$ cat src/rtl/move_engine_sequencer.sv
// ---------------------------------------------------------------------------
// move_engine_sequencer
//   Sequences the chess engine between an init phase, idle (READY), move
//   generation (GEN) and board update (UPD). Each op runs for a minimum number
//   of cycles and also waits for the engine's completion strobe and for the
//   host to release its request. An update request that collides with GEN is
//   queued and serviced as soon as GEN returns to READY.
//
// Optional feature (macro MES_TIMEOUT_EN):
//   defined   : an op that has not seen its done strobe by cnt ==
//               TIMEOUT_CYCLES-1 is aborted with a one-cycle op_err pulse.
//   undefined : no timeout; op_err is constant 0; ops wait indefinitely.
//
// Ports
//   clk           in  rising-edge clock
//   reset         in  asynchronous, active-high reset
//   gen           in  move-generation request (level)
//   update        in  board-update request (level)
//   gen_done      in  engine strobe: generation finished
//   upd_done      in  engine strobe: update finished
//   software_stop out high while GEN or UPD is active
//   init          out high during INIT
//   gen_busy      out high in GEN
//   upd_busy      out high in UPD
//   op_done       out 1-cycle pulse on normal op completion
//   op_is_upd     out qualifies op_done/op_err: 0=GEN, 1=UPD
//   op_err        out 1-cycle pulse on timeout abort
// ---------------------------------------------------------------------------
module move_engine_sequencer #(
  parameter int CNT_W          = 8,
  parameter int INIT_CYCLES    = 4,
  parameter int GEN_CYCLES     = 64,
  parameter int UPD_CYCLES     = 16,
  parameter int TIMEOUT_CYCLES = 200
) (
  input  logic clk,
  input  logic reset,
  input  logic gen,
  input  logic update,
  input  logic gen_done,
  input  logic upd_done,
  output logic software_stop,
  output logic init,
  output logic gen_busy,
  output logic upd_busy,
  output logic op_done,
  output logic op_is_upd,
  output logic op_err
);

  typedef enum logic [1:0] {S_INIT, S_READY, S_GEN, S_UPD} state_t;

  localparam logic [CNT_W-1:0] INIT_LAST = CNT_W'(INIT_CYCLES - 1);
  localparam logic [CNT_W-1:0] GEN_LAST  = CNT_W'(GEN_CYCLES - 1);
  localparam logic [CNT_W-1:0] UPD_LAST  = CNT_W'(UPD_CYCLES - 1);
  localparam logic [CNT_W-1:0] TO_LAST   = CNT_W'(TIMEOUT_CYCLES - 1);

  state_t           state_q, state_d;
  logic [CNT_W-1:0] cnt_q, cnt_d, cnt_inc;
  logic             done_seen_q, done_seen_d;
  logic             pend_q, pend_d;
  logic             op_done_q, op_done_d;
  logic             op_err_q, op_err_d;
  logic             op_is_upd_q, op_is_upd_d;
  logic             init_q, gen_busy_q, upd_busy_q, stop_q;
  logic             timeout_hit;

  // Op counter saturates rather than wrapping, so a long-held request can
  // never re-trigger the minimum-length or timeout comparisons.
  assign cnt_inc = (&cnt_q) ? cnt_q : cnt_q + 1'b1;

`ifdef MES_TIMEOUT_EN
  assign timeout_hit = ((state_q == S_GEN) || (state_q == S_UPD)) &&
                       (cnt_q == TO_LAST) && !done_seen_q;
`else
  // Timeout path compiled out: constant 0.
  assign timeout_hit = 1'b0 & (cnt_q == TO_LAST);
`endif

  always_comb begin
    state_d     = state_q;
    cnt_d       = cnt_q;
    done_seen_d = done_seen_q;
    pend_d      = pend_q;
    op_done_d   = 1'b0;
    op_err_d    = 1'b0;
    op_is_upd_d = op_is_upd_q;
    case (state_q)
      S_INIT: begin
        // cnt doubles as the init-phase timer; requests are ignored here.
        cnt_d = cnt_q + 1'b1;
        if (cnt_q >= INIT_LAST) begin
          state_d = S_READY;
          cnt_d   = '0;
        end
      end
      S_READY: begin
        if (gen) begin
          state_d     = S_GEN;
          cnt_d       = '0;
          done_seen_d = 1'b0;
          if (update) pend_d = 1'b1;
        end else if (update || pend_q) begin
          state_d     = S_UPD;
          cnt_d       = '0;
          done_seen_d = 1'b0;
          pend_d      = 1'b0;
        end
      end
      S_GEN: begin
        cnt_d = cnt_inc;
        if (gen_done) done_seen_d = 1'b1;
        if (update)   pend_d      = 1'b1;
        // Timeout wins over a done strobe arriving in the same cycle.
        if (timeout_hit) begin
          state_d     = S_READY;
          op_err_d    = 1'b1;
          op_is_upd_d = 1'b0;
        end else if ((cnt_q >= GEN_LAST) && (done_seen_q || gen_done) && !gen) begin
          state_d     = S_READY;
          op_done_d   = 1'b1;
          op_is_upd_d = 1'b0;
        end
      end
      S_UPD: begin
        cnt_d = cnt_inc;
        if (upd_done) done_seen_d = 1'b1;
        if (timeout_hit) begin
          state_d     = S_READY;
          op_err_d    = 1'b1;
          op_is_upd_d = 1'b1;
        end else if ((cnt_q >= UPD_LAST) && (done_seen_q || upd_done) && !update) begin
          state_d     = S_READY;
          op_done_d   = 1'b1;
          op_is_upd_d = 1'b1;
        end
      end
      default: state_d = S_INIT;
    endcase
  end

  // Outputs are registered from the next state so they change together with
  // the state register.
  always_ff @(posedge clk or posedge reset) begin
    if (reset) begin
      state_q     <= S_INIT;
      cnt_q       <= '0;
      done_seen_q <= 1'b0;
      pend_q      <= 1'b0;
      op_done_q   <= 1'b0;
      op_err_q    <= 1'b0;
      op_is_upd_q <= 1'b0;
      init_q      <= 1'b1;
      gen_busy_q  <= 1'b0;
      upd_busy_q  <= 1'b0;
      stop_q      <= 1'b0;
    end else begin
      state_q     <= state_d;
      cnt_q       <= cnt_d;
      done_seen_q <= done_seen_d;
      pend_q      <= pend_d;
      op_done_q   <= op_done_d;
      op_err_q    <= op_err_d;
      op_is_upd_q <= op_is_upd_d;
      init_q      <= (state_d == S_INIT);
      gen_busy_q  <= (state_d == S_GEN);
      upd_busy_q  <= (state_d == S_UPD);
      stop_q      <= (state_d == S_GEN) || (state_d == S_UPD);
    end
  end

  assign init          = init_q;
  assign gen_busy      = gen_busy_q;
  assign upd_busy      = upd_busy_q;
  assign software_stop = stop_q;
  assign op_done       = op_done_q;
  assign op_err        = op_err_q;
  assign op_is_upd     = op_is_upd_q;

endmodule

$ cat config.mk
export PLATFORM = sky130hd
export DESIGN_NAME = move_engine_sequencer
export DESIGN_NICKNAME = d
export VERILOG_FILES = /design/src/rtl/move_engine_sequencer.sv
export SDC_FILE = /design/constraint.sdc
export NUM_CORES = 1
export LEC_CHECK = 0
export CAP_MARGIN = 10
export CORE_AREA = 2 2 47 49
export DETAILED_ROUTE_END_ITERATION = 16
export DIE_AREA = 0 0 49 51
export GPL_TIMING_DRIVEN = 1
export PLACE_DENSITY = 0.81
export SETUP_SLACK_MARGIN = 0.02
export SYNTH_ARGS = -nofsm -noshare
export SYNTH_HDL_FRONTEND = slang
export SYNTH_SLANG_ARGS = --single-unit
export TNS_END_PERCENT = 10
$ cat constraint.sdc
create_clock -name clk -period 2 [get_ports clk]
set_clock_uncertainty 0.2 [all_clocks]
set_input_delay 0.4 -clock clk [delete_from_list [all_inputs] [get_ports clk]]
set_output_delay 0.4 -clock clk [all_outputs]
set_load 0.01 [all_outputs]
Word level (Yosys, flattened, before mapping):

Cells that the tools add are included.

* word-level logic and storage cells: 71
* register bits after elaboration: 18
* output and inout bits: 7
* bits of input ports: 6

* $lt $le $gt $ge: 3
* reduce and logical (&&, ||, !) cells: 21
* $add $sub $neg: 1
* multiplexer cells: 25
* equality and inequality tests: 11

Operators with widths (count)
* two-way mux 8 bit: 4
* one-hot mux 8 bit (3 select lines): 1
* two-way mux 1 bit: 10
* two-way mux 2 bit: 5
* != test 2 bit (second input constant): 5
* adder 8 x 1 -> 8 bit (second input constant): 1
* equality test 2 bit (second input constant): 4
* >= comparator 8 x 2 -> 1 bit (second input constant): 1
* >= comparator 8 x 4 -> 1 bit (second input constant): 1
* >= comparator 8 x 6 -> 1 bit (second input constant): 1
* one-hot mux 2 bit (4 select lines): 1
* AND reduction 8 bit: 1
* one-hot mux 1 bit (2 select lines): 3
* logical AND 1 bit: 4
* zero test 2 bit: 2
* logical OR 1 bit: 4
* AND reduction 2 bit: 2
* AND reduction 4 bit: 1
* nonzero test 2 bit: 2
* != test 3 bit (second input constant): 1
* one-hot mux 1 bit (3 select lines): 1
* AND reduction 3 bit: 1
* nonzero test 3 bit: 1
* equality test 2 x 1 -> 1 bit (second input constant): 1
* 2 further kinds: 3

Depth between registers and ports, before layout:

Gate-level depths: netlist of the first run.

* depth after elaboration: 7
* gate-level depth with buffers: 6
* depth with buffers taken out: 5

Worst setup path before layout of the first run:

No wires, ideal clock.

* path kind: reg-to-reg
* from: reg cnt_q[0]
* to: reg state_q[1]
* data required time: 1.682 ns
* path buffers: 0
* library setup time: 0.118 ns
* arrival time: 1.366 ns
* stages on the path, launching flop included: 6
* path slack: 0.316 ns
* clock period less this slack: 1.684 ns
* cells stage by stage: dfrtp_1 -> ha_1 -> nand3_1 -> a211oi_2 -> mux2i_1 -> a21o_1

* word-level cells in the longest chain between the ends: 5
* elaborated cells on any way between the ends: 11
* classes of those cells: 3 x order compare; 4 x mux; 4 x reduce/logical

RTL lines
* start: declaration: line 59 `logic [CNT_W-1:0] cnt_q, cnt_d, cnt_inc;`
* start signal: assignment: line 159 `cnt_q <= cnt_d;`
* >= comparator 8 x 4 -> 1 bit or >= comparator 8 x 6 -> 1 bit (tied branches): line 132, 119
* logical AND 1 bit, on equally long branches (2 in series): line 132, 119
* two-way mux 2 bit, on equally long branches: line 132, 119
* one-hot mux 2 bit (4 select lines) *: line 88 `case (state_q)`
* via state_d[1]: line 58 `state_t state_q, state_d;`
* end signal: assignment: line 158 `state_q <= state_d;`
* end: declaration: line 58

The timed path passes the listed nets; every way through them passes the cells marked *.
A chain may end at the register's enable or synchronous reset.

Worst setup path after layout of the first run:

* from: reg cnt_q[0]
* to: reg cnt_q[0]

* word-level cells in the longest chain between the ends: 3
* elaborated cells on any way between the ends: 8
* classes of those cells: 1 x add/sub; 1 x order compare; 1 x eq/ne; 3 x mux; 2 x reduce/logical

RTL lines
* adder 8 x 1 -> 8 bit, or another cell as far along: line 70, 91
* two-way mux 8 bit, or another cell as far along: line 70 `assign cnt_inc = (&cnt_q) ? cnt_q : cnt_q + 1'b1;`
* one-hot mux 8 bit (3 select lines) or AND reduction 2 bit (tied branches)

Several ways; a longest one is shown, not always the timed one. The select of a mux whose other input is x is not followed.

==> flow_results.org, run 1 <==
** Setup path
- The worst setup path is launched from a flop.
- In this run the worst path has a maximum fanout of 5.
- Number of cells on the worst reg-to-reg path :: 5
- Req. time, crit path :: 2040 ps
- Worst Setup End Kind :: flop
- Critical path class :: flop to flop
- For the worst setup path, the data arrival time is 1980 ps.

** Route
- The first TritonRoute pass finished after 4 iterations.
- Met3 WL post-DR :: 55 um
- DRT antenna net count :: 0
- Remaining design rule violation count :: 0
- After the first detailed-routing iteration, the DRC count stood at 16.
- Routed signal wires occupy layers up through met4.
- Wl on met1 :: 956 um
- For this block, the routed nets add up to 1930 um of wire.
- Total number of vias :: 788
- Dividing the detail-routed via count by the number of cells gives 5.63.
- Post-detailed-route wirelength per cell :: 13.8 um
- Summed over all nets, wire length on met2 after detailed routing comes to 888 um.

** Place
- In this run the cell area measured after placement is 1090 um^2.
- Total of buffers placed on input and output ports :: 11
- Once detailed placement completed, the half-perimeter wirelength came to 1320 um.
- RD Place Congestion :: 0.825
- Before CTS, the worst setup slack after placement is -115 ps.

** STA
- Worst hold margin :: 200 ps
- Fin worst setup slack :: 52.8 ps
- Setup violations remaining at the end of the flow were counted as 0.
- Minimum clock period :: 1950 ps
- Final clock period utilization by the worst path :: 0.974
- The hold violation total from the final report was 0.
- Derived from the worst setup path, the maximum achievable clock frequency is 514 MHz.
- Max-slew violation total from the final report :: 0
- Setup repair after global routing could not meet its margin everywhere.

** Global route
- The number of global-route vias before repair was 671.
- GRT Util Overall :: 0.165
- First-pass GRT wire length :: 3160 um
- Entering global routing, the biggest net connects 18 pins.
- Aggregate global routing overflow :: 0
- The initial antenna violation count came to 0.

** Logic synthesis
- Counting flops with a built-in enable in the synthesized netlist gives 0.
- Share of synthesized area occupied by flip-flops and latches :: 0.453
- Net count after synthesis :: 104
- The cell area that synthesis handed to floorplanning was 942 um^2.
- After synthesis the netlist holds a flip-flop and latch count of 17.
- Post-synthesis cell type count :: 39
- Cell count after synthesis :: 97
- Among all flip-flop cells after synthesis, the most frequent one is dfrtp_1.
- Synth Area per Inst :: 9.71 um^2
- Yosys printed 0 warnings.
- Synth async-reset ratio :: 1.00

** Clock network
- For the worst-skew pair, the clock arrives at the later sink with an insertion delay of 290 ps.
- Register clock-pin slew on the reported worst setup and hold paths :: 100 ps
- The number of hold buffers added after CTS was 0.
- TritonCTS built the clock tree.
- Root cell of the clock tree :: clkbuf_4
- Clock H-tree levels :: 1
- Number of buffers created by CTS :: 3
- The clock passes through at most 2 buffers.
- The clock net in this run drives a total of 17 sinks.

** Finish
- In the final layout, the share of cells above drive strength 1 is 0.196.
- Signed area change from the synthesized netlist to the final layout :: 20.7%
- Finished Core Util :: 0.551
- Leading cell type in the layout, fill and taps excluded :: dfrtp_1
- Commonest cells after routing, fill and taps aside :: 15 x dfrtp_1, 10 x nor2_1, 10 x clkdlybuf4s50_1, 7 x nand2_1
- Final Instance Area :: 1140 um^2
- The number of antenna diodes in the final layout is 0.
- Final #Nets :: 120

** Worst hold path
- In this run the worst hold path is classified as input pin to asynchronous set/reset pin.

** Floorplanning
- Initial standard-cell utilization of the core :: 0.457
- Pin placement for this block handled 13 I/O pins.
- The floorplan has 17 rows.
- The core region is 2060 um^2.
- Die height :: 51 um
- The floorplan step defined a die boundary enclosing 2500 um^2.
- Die Width :: 49 um

** Power
- Leakage power of the design :: 0.482 nW
- Maximum vdd ir drop :: 607 uV
- Power per unit of standard cell area :: 1140 nW/um^2
- The design draws 1.30 mW.

** Job
- Max-cap violations :: 0

** Outcome
- The run finished with clean final reports.
==> final cells by class <==
class / count / area, um^2
Fill cell: 199 / 926
Inverter: 2 / 7.51
Timing Repair Buffer: 17 / 158
Tap cell: 28 / 35.0
Clock buffer: 3 / 22.5
Sequential cell: 17 / 428
Clock inverter: 1 / 5.00
Multi-Input combinational cell: 72 / 482
==> synthesized netlist by cell type (2+ instances only) <==
cell	number	area share
a211oi_1	2	0.016
o21ai_0	6	0.032
nor2_1	10	0.040
nand4_1	2	0.013
nand3_1	4	0.021
and3_1	3	0.020
a21oi_1	4	0.021
nor2b_1	2	0.013
inv_1	2	0.0080
nand2_1	7	0.028
o41ai_1	2	0.019
or3_1	2	0.013
buf_4	2	0.016
nor3_1	3	0.016
clkbuf_1	2	0.0080
nand2b_1	3	0.020
dfrtp_1	16	0.42
a221o_1	3	0.032
a211oi_2	2	0.027
==> cell families (layout without fill, tap and decap cells) <==
kind of cell,Yosys count,after routing,synth area share
buffers and inverters,8,23,0.0491
DFF,17,17,0.453
other,1,1,0.00398
and+or+nand+nor,41,41,0.240
AOI/OAI and AO/OA,27,27,0.218
adders and majority gates,1,1,0.0133
muxes,2,2,0.0226
==> worst paths after layout <==
path                                            from              endpoint  slack, ps
min in group clk                cnt_q[1]$_DFFE_PP0P_  cnt_q[1]$_DFFE_PP0P_        350
worst max register to register  cnt_q[0]$_DFFE_PP0P_  cnt_q[0]$_DFFE_PP0P_         50
max in group asynchronous                      reset        init$_DFF_PP1_       1150
worst min-delay path                           reset    pend_q$_DFFE_PP0P_        200
worst min register to register  cnt_q[1]$_DFFE_PP0P_  cnt_q[1]$_DFFE_PP0P_        350
worst max-delay path            cnt_q[0]$_DFFE_PP0P_  cnt_q[0]$_DFFE_PP0P_         50
==> layer usage <==
| metal | up-vias | global-route usage |
|---|---|---|
| li1 | 382 | - |
| met1 | 388 | 0.229 |
| met2 | 14 | 0.258 |
| met3 | 4 | 0.0175 |
| met4 | 0 | 0.0857 |
| met5 | - | 0 |
==> power breakdown <==
group	total (mW)	switching, mW	internal [mW]	leakage [nW]
logic	0.515	0.251	0.265	0.262
clock network	0.184	0.110	0.0745	0.0177
registers	0.599	0.151	0.448	0.203
total	1.30	0.511	0.787	0.482
==> registers in the layout, indices dropped and copies added, names as in the netlist <==
signal and flops:
cnt_q 8, done_seen_q 1, gen_busy 1, init 1, op_done 1, op_is_upd 1
pend_q 1, state_q 2, upd_busy 1
==> through the flow <==
stage	std cells	TNS, ps
after floorplan	97	0
after global placement	136	-482
after detailed placement	136	-709
after CTS	140	0
after global routing	140	-482
final	140	0
==> worst max-delay path, stage by stage, from the launching register on <==
cell	delay [ps]
dfrtp_1	410
ha_1	310
nor4_2	420
a21oi_2	180
nor2_2	200
mux2_2	180
==> repair_timing <==
item	4_1_cts	5_1_grt
endpoints found under the setup margin	1	5
buffers inserted	0	0
cloned	0	0
endpoints found under the hold margin	0	0
pin swaps	0	1
resized for setup	1	3
(Power assumes the default switching activity.)
==> inputs of run 2 (changes only) <==
==> constraint.sdc (replaced) <==
create_clock -name clk -period 2 [get_ports clk]
set_clock_uncertainty 0.2 [all_clocks]
set_input_delay 0.2 -clock clk [delete_from_list [all_inputs] [get_ports clk]]
set_output_delay 0.2 -clock clk [all_outputs]
set_load 0.1 [all_outputs]
==> flow_results.org, run 2 (synthesized netlist as in run 1, its figures left out) <==
** Place
- The HPWL after detailed placement is 1280 um.
- Summing all placed instances gives a cell area of 1090 um^2.
- Buffers placed on the I/O ports in this run total 11.
- Setup WS pre-CTS :: 69.0 ps
- The congestion estimate from routability-driven global placement came to 0.817.
- In this run, placement finished with an instance count of 134.

** STA
- The count of final max-slew check failures was 0.
- Minimum clock period :: 1860 ps
- Setup violators final :: 0
- Final clock period utilization by the worst path :: 0.929
- Measured against its own limit, the worst slew margin works out to 0.599.
- In the final timing run, aggregate negative setup slack is 0 ps.
- Setup repair after global routing missed its margin :: yes
- Across all setup checks in the final design, the least slack found is 143 ps.
- Maximum clock frequency :: 538 MHz
- Count of endpoints failing hold in the final timing report :: 0
- At the pin with the least slew margin, the transition time is 601 ps.
- Worst hold margin :: 55.7 ps

** Route
- Once detail routing completed, the nets flagged for antenna violations numbered 0.
- Total number of vias :: 761
- Remaining design rule violation count :: 0
- 1st-iter DRT viols :: 11
- In the final routed layout, each cell accounts on average for 13.0 um.
- The first TritonRoute pass finished after 4 iterations.
- Detail-routed via count per cell :: 5.44
- Wirelength, routed :: 1820 um

** Global route
- The number of global-route vias before repair was 711.
- First-pass GRT wire length :: 3110 um
- Entering global routing, the biggest net connects 19 pins.
- GRT Util Overall :: 0.161
- The initial antenna violation count was 0.
- Aggregate global routing overflow :: 0

** Finish
- At the end of the flow the core is filled with cells to 0.551.
- Final #Nets :: 120
- The repair_antennas step left the layout with diodes totalling 0.
- Max FFs per register :: 8
- Largest reg by FF count :: cnt_q
- Largest regs :: cnt_q: 8 flops, state_q: 2 flops
- The library cells used most frequently in the layout, excluding fill and tap cells, are 15 x dfrtp_1, 10 x nor2_1, 10 x buf_4, 7 x nand2_1, 6 x o21ai_0.
- After filler insertion, the fill cell instance count of the layout stands at 195.
- After routing the design area is 1140 um^2.
- Once layout is complete, the cells apart from fillers number 140.
- The library cell used most frequently in the layout, excluding fill and tap cells, is dfrtp_1.
- Signed area change from the synthesized netlist to the final layout :: 20.6%
- Share of post-route cells with drive strength above 1 :: 0.232

** Floorplanning
- Pin placement for this block handled 13 I/O pins.
- The floorplan has 17 rows.
- The floorplan step defined a die boundary enclosing 2500 um^2.
- Initial standard-cell utilization of the core :: 0.457
- In this run the standard cell core region covers 2060 um^2.
- The die is 51 um tall.
- The die is 49 um wide.

** Power
- The share of total power dissipated in combinational logic is 0.490.
- Switch share :: 0.469
- For this design the ratio of total power to cell area is 1330 nW/um^2.
- Of the total power, the clock network draws 0.126.
- Power Internal :: 0.801 mW
- Power Total :: 1.51 mW
- The worst-case IR drop observed on VDD is 736 uV.
- For this design the total switching power over the nets is 0.708 mW.
- Leakage power of the design :: 0.486 nW
- Of the total power, registers draw 0.384.

** Job
- Across the run, the number of max-cap violations was 0.

** Setup path
- Among all stages on the critical path, the largest delay is contributed by dfrtp_1.
- Req. time, crit path :: 2050 ps
- The worst setup path is launched from a flop.
- Walking the worst path, the cells encountered are ha_1 -> nor4_2 -> a21oi_2 -> nor2_2 -> mux2_2.
- Along the worst path, the maximum fanout reaches 5.
- STA classifies the critical path endpoint as a flop.
- Critical path class :: flop to flop
- Worst stage delay on the critical path :: 420 ps
- Arrival time of data at the critical path endpoint :: 1910 ps

** Clock network
- TritonCTS built the clock tree.
- At the later pin of the worst-skew pair, clock insertion delay measures 300 ps.
- The number of clock buffers added by TritonCTS is 3.
- The cell sitting at the root of the clock tree is a clkbuf_4.
- The tree built by TritonCTS fans out to 17 sinks.
- Buffer depth of the longest clock path :: 2
- Hold repair after CTS inserted 0 buffers.
- Clock H-tree levels :: 1
- Register clock-pin slew on the reported worst setup and hold paths :: 100 ps

** Worst hold path
- HP Class :: input pin to asynchronous set/reset pin

** Outcome
- Result of the run :: finished clean
## run 2: cell types whose count changed in the layout (fill, tap and decap cells not counted), sizes merged
cell           delta
dlymetal6s2s      -1
clkinv            -1
buf               +6
clkdlybuf4s50     -5
clkbuf            +1
## run 2: critical path: cells and delay by family, from the launching register on
| kind | cells | cell delay, ps |
|---|---|---|
| and+or+nand+nor | 2 | 550 |
| adders and majority gates | 1 | 290 |
| DFF | 1 | 420 |
| AOI/OAI and AO/OA | 1 | 160 |
| muxes | 1 | 180 |
## run 2: path summary, 6_finish.rpt
check | slack, ps | to | cells past startpoint | from
setup reg to reg | 140 | cnt_q[0]$_DFFE_PP0P_ | 5 | cnt_q[0]$_DFFE_PP0P_
hold / removal | 60 | cnt_q[1]$_DFFE_PP0P_ | 2 | reset
setup / recovery | 140 | cnt_q[0]$_DFFE_PP0P_ | 5 | cnt_q[0]$_DFFE_PP0P_
hold reg to reg | 330 | op_is_upd$_DFFE_PP0P_ | 2 | op_is_upd$_DFFE_PP0P_
max in group asynchronous | 1120 | state_q[1]$_DFF_PP0_ | 2 | reset
min in group clk | 330 | op_is_upd$_DFFE_PP0P_ | 2 | op_is_upd$_DFFE_PP0P_
## run 2: power groups by stage
stage                     Sequential [mW]  Clock, mW  Combinational, mW
final                               0.579      0.190              0.740
after global routing                0.597      0.203              0.799
after CTS                           0.574      0.191              0.733
after detailed placement            0.580          0              0.730
after global placement              0.576          0              0.715
after floorplan                     0.743          0              0.412
## run 2: layout make-up
type,instances,area (um^2),share of cell area
clock buffers,4,26.3,0.0231
well taps,28,35.0,0.0308
flip-flops and latches,17,428,0.377
multi-input cells,72,474,0.417
repair buffers,17,165,0.145
inverters,2,7.51,0.00661
## run 2: layer usage
layer,wire [um],up-vias,global-route usage
li1,-,382,-
met1,909,361,0.221
met3,46,5,0.0175
met5,0,-,0
met4,50,0,0.105
met2,809,13,0.242
## run 2: repair_timing
item,4_1_cts,5_1_grt
buffers inserted,0,2
endpoints found under the setup margin,0,3
gates resized for setup,0,1
==> inputs of run 3 (changes only) <==
--- a/config.mk
+++ b/config.mk
@@ -6,9 +6,9 @@
 export NUM_CORES = 1
 export LEC_CHECK = 0
 export CAP_MARGIN = 10
-export CORE_AREA = 2 2 47 49
+export CORE_AREA = 2 2 48 50
 export DETAILED_ROUTE_END_ITERATION = 16
-export DIE_AREA = 0 0 49 51
+export DIE_AREA = 0 0 50 52
 export GPL_TIMING_DRIVEN = 1
 export PLACE_DENSITY = 0.81
 export SETUP_SLACK_MARGIN = 0.02
==> constraint.sdc (replaced) <==
create_clock -name clk -period 1.6 [get_ports clk]
set_clock_uncertainty 0.2 [all_clocks]
set_input_delay 0.16 -clock clk [delete_from_list [all_inputs] [get_ports clk]]
set_output_delay 0.16 -clock clk [all_outputs]
set_load 0.1 [all_outputs]
==> flow_results.org, run 3 (synthesized netlist as in run 1, its figures left out) <==
** Outcome
- Result of the run :: finished with violations
- Failing checks :: negative setup slack

** STA
- Setup violators final :: 11
- Setup slack on the critical path of the routed design comes to -177 ps.
- Minimum clock period :: 1780 ps
- Max-slew violation total from the final report :: 0
- The hold violation total from the final report is 0.
- Final clock period utilization by the worst path :: 1.11
- Maximum clock frequency :: 563 MHz
- Setup repair after global routing could not meet its margin everywhere.

** Setup path
- The endpoint identified for the worst register-to-register timing path is cnt_q[7]$_DFFE_PP0P_.
- The worst setup path is captured at a flop.
- Number of cells on the worst reg-to-reg path :: 6
- Register-to-register setup slack :: -180 ps
- Arrival time of data at the critical path endpoint :: 1770 ps
- In this run the worst setup path begins at cnt_q[0]$_DFFE_PP0P_.
- Req. time, crit path :: 1590 ps
- The startpoint identified for the worst register-to-register timing path is cnt_q[0]$_DFFE_PP0P_.
- Critical path endpoint :: cnt_q[7]$_DFFE_PP0P_
- Crit path max fanout :: 4
- STA classifies the critical path startpoint as a flop.
- Critical path class :: flop to flop

** Place
- The wire-length estimate of the detail-placed layout is 1730 um.
- RD Place Congestion :: 0.830
- Total of buffers placed on input and output ports :: 11
- The placed instances occupy a cell area of 1300 um^2.
- Placed Instances :: 153

** Global route
- Aggregate global routing overflow :: 0
- GRT Util Overall :: 0.212
- Vias in the first global route :: 909
- Maximum number of pins on one net before global-route repair :: 13
- Initial antenna violation count :: 0
- First-pass GRT wire length :: 4150 um

** Floorplanning
- In this run the vertical extent of the chip is 52 um.
- The die covers 2600 um^2.
- Die Width :: 50 um
- Initial standard-cell utilization of the core :: 0.447
- Pin placement for this block handled 13 I/O pins.
- Number of rows in the core area :: 17
- After floorplanning, the core was sized to cover 2110 um^2.

** Finish
- The multi-input combinational cells in the finished layout cover a total of 523 um^2.
- Measured on the finished design, the core utilization comes to 0.670.
- Share of post-route cells with drive strength above 1 :: 0.394
- Commonest cells after routing, fill and taps aside :: 23 x buf_4, 13 x dfrtp_1, 9 x nor2_1, 7 x nand2_1, 7 x buf_12
- Max FFs per register :: 8
- The library cell used most frequently in the layout, excluding fill and tap cells, is buf_4.
- After routing the design area is 1410 um^2.
- At the end of the flow, the number of nets in the layout was 140.
- Count of non-filler cells in the finished layout :: 160
- The repair_antennas step left the layout with diodes totalling 0.
- Largest reg by FF count :: cnt_q
- Counting the fill cells in the layout gives 143.
- The largest registers in the layout are cnt_q: 8 flops, state_q: 2 flops.
- Across the whole layout, storage elements account for 433 um^2.
- Signed area change from the synthesized netlist to the final layout :: 49.7%

** Clock network
- Clock-pin slew was measured on the worst setup and hold paths at 110 ps.
- Clock net sink count :: 17
- TritonCTS built the clock tree.
- Number of buffers created by CTS :: 3
- The clock passes through at most 2 buffers.
- Root cell of the clock tree :: clkbuf_4
- The later pin in the worst-skew pair is clocked with a latency of 300 ps.
- In this run the number of H-tree levels came out at 1.

** Power
- Leakage power of the design :: 0.610 nW
- Across the VDD grid, the largest voltage drop is 921 uV.
- Power per unit of standard cell area :: 1630 nW/um^2

** Route
- 1st-iter DRT viols :: 22
- Detail-routed via count per cell :: 5.74
- Once detail routing completed, the nets flagged for antenna violations numbered 0.
- Wirelength, routed :: 2480 um
- Total number of vias :: 919
- The first TritonRoute pass finished after 4 iterations.
- After detailed routing, the average wire length per cell comes to 15.5 um.
- After detailed routing, the number of remaining DRC violations is 0.

** Worst hold path
- The min-delay analysis places its worst path in the category input pin to flop.

** Job
- Max-cap violations :: 0
[run 3: cell types whose count changed in the layout (fill, tap and decap cells not counted), sizes merged]
cell         before  now
buf              12   31
dlygate4sd3       0    1
clkinv            0    1
clkbuf            4    3
[run 3: worst min-delay path by stage]
stage	slack, ps	start	cells after the start	to
2_1_floorplan	-110	reset	1	cnt_q[0]$_DFFE_PP0P_
3_3_place_gp	250	reset	2	cnt_q[2]$_DFFE_PP0P_
3_5_place_dp	260	reset	2	cnt_q[2]$_DFFE_PP0P_
4_1_cts	350	upd_done	3	done_seen_q$_DFFE_PP0P_
5_1_grt	390	upd_done	3	done_seen_q$_DFFE_PP0P_
6_report	350	upd_done	3	done_seen_q$_DFFE_PP0P_
[run 3: where the power goes]
part	internal [mW]	switching, mW
logic	0.613	0.707
clock network	0.0933	0.150
registers	0.568	0.170
[run 3: cell type report]
cell class	count	share of cell area
Clock buffer	3	0.0160
Clock inverter	1	0.00355
Inverter	2	0.00532
Multi-Input combinational cell	72	0.371
Sequential cell	17	0.307
Tap cell	28	0.0248
Timing Repair Buffer	37	0.272
[run 3: repair_timing]
item	CTS	global route
endpoints found under the hold margin	6	0
pin swaps	7	6
gates resized for setup	9	4
buffers inserted	0	2
hold buffers	1	0
endpoints found under the setup margin	15	15
[run 3: critical path, stage by stage, from the launching register on]
cell and delay, ps:
dfrtp_1 400, ha_4 190, nor4_4 50, a21oi_2 320
buf_4 190, nor2_2 30, a221o_1 280
[run 3: stage by stage]
step           setup slack (ps)  power, mW  hold WS (ps)  setup TNS [ps]
6_report                   -177       2.30           347           -1060
5_1_grt                    -228       2.45           392           -1930
4_1_cts                    -104       2.23           348            -476
3_5_place_dp               -322       1.92           260           -3130
3_3_place_gp               -263       1.89           251           -2460
2_1_floorplan              -189       1.46          -115           -1350
[run 3: metal layers]
metal  global-route usage  up-vias  part of all wire
met2                0.364       34              0.54
li1                     -      426                 -
met3               0.0172        7             0.027
met5                    0        -                 0
met4                0.102        0             0.020
met1                0.269      452              0.42
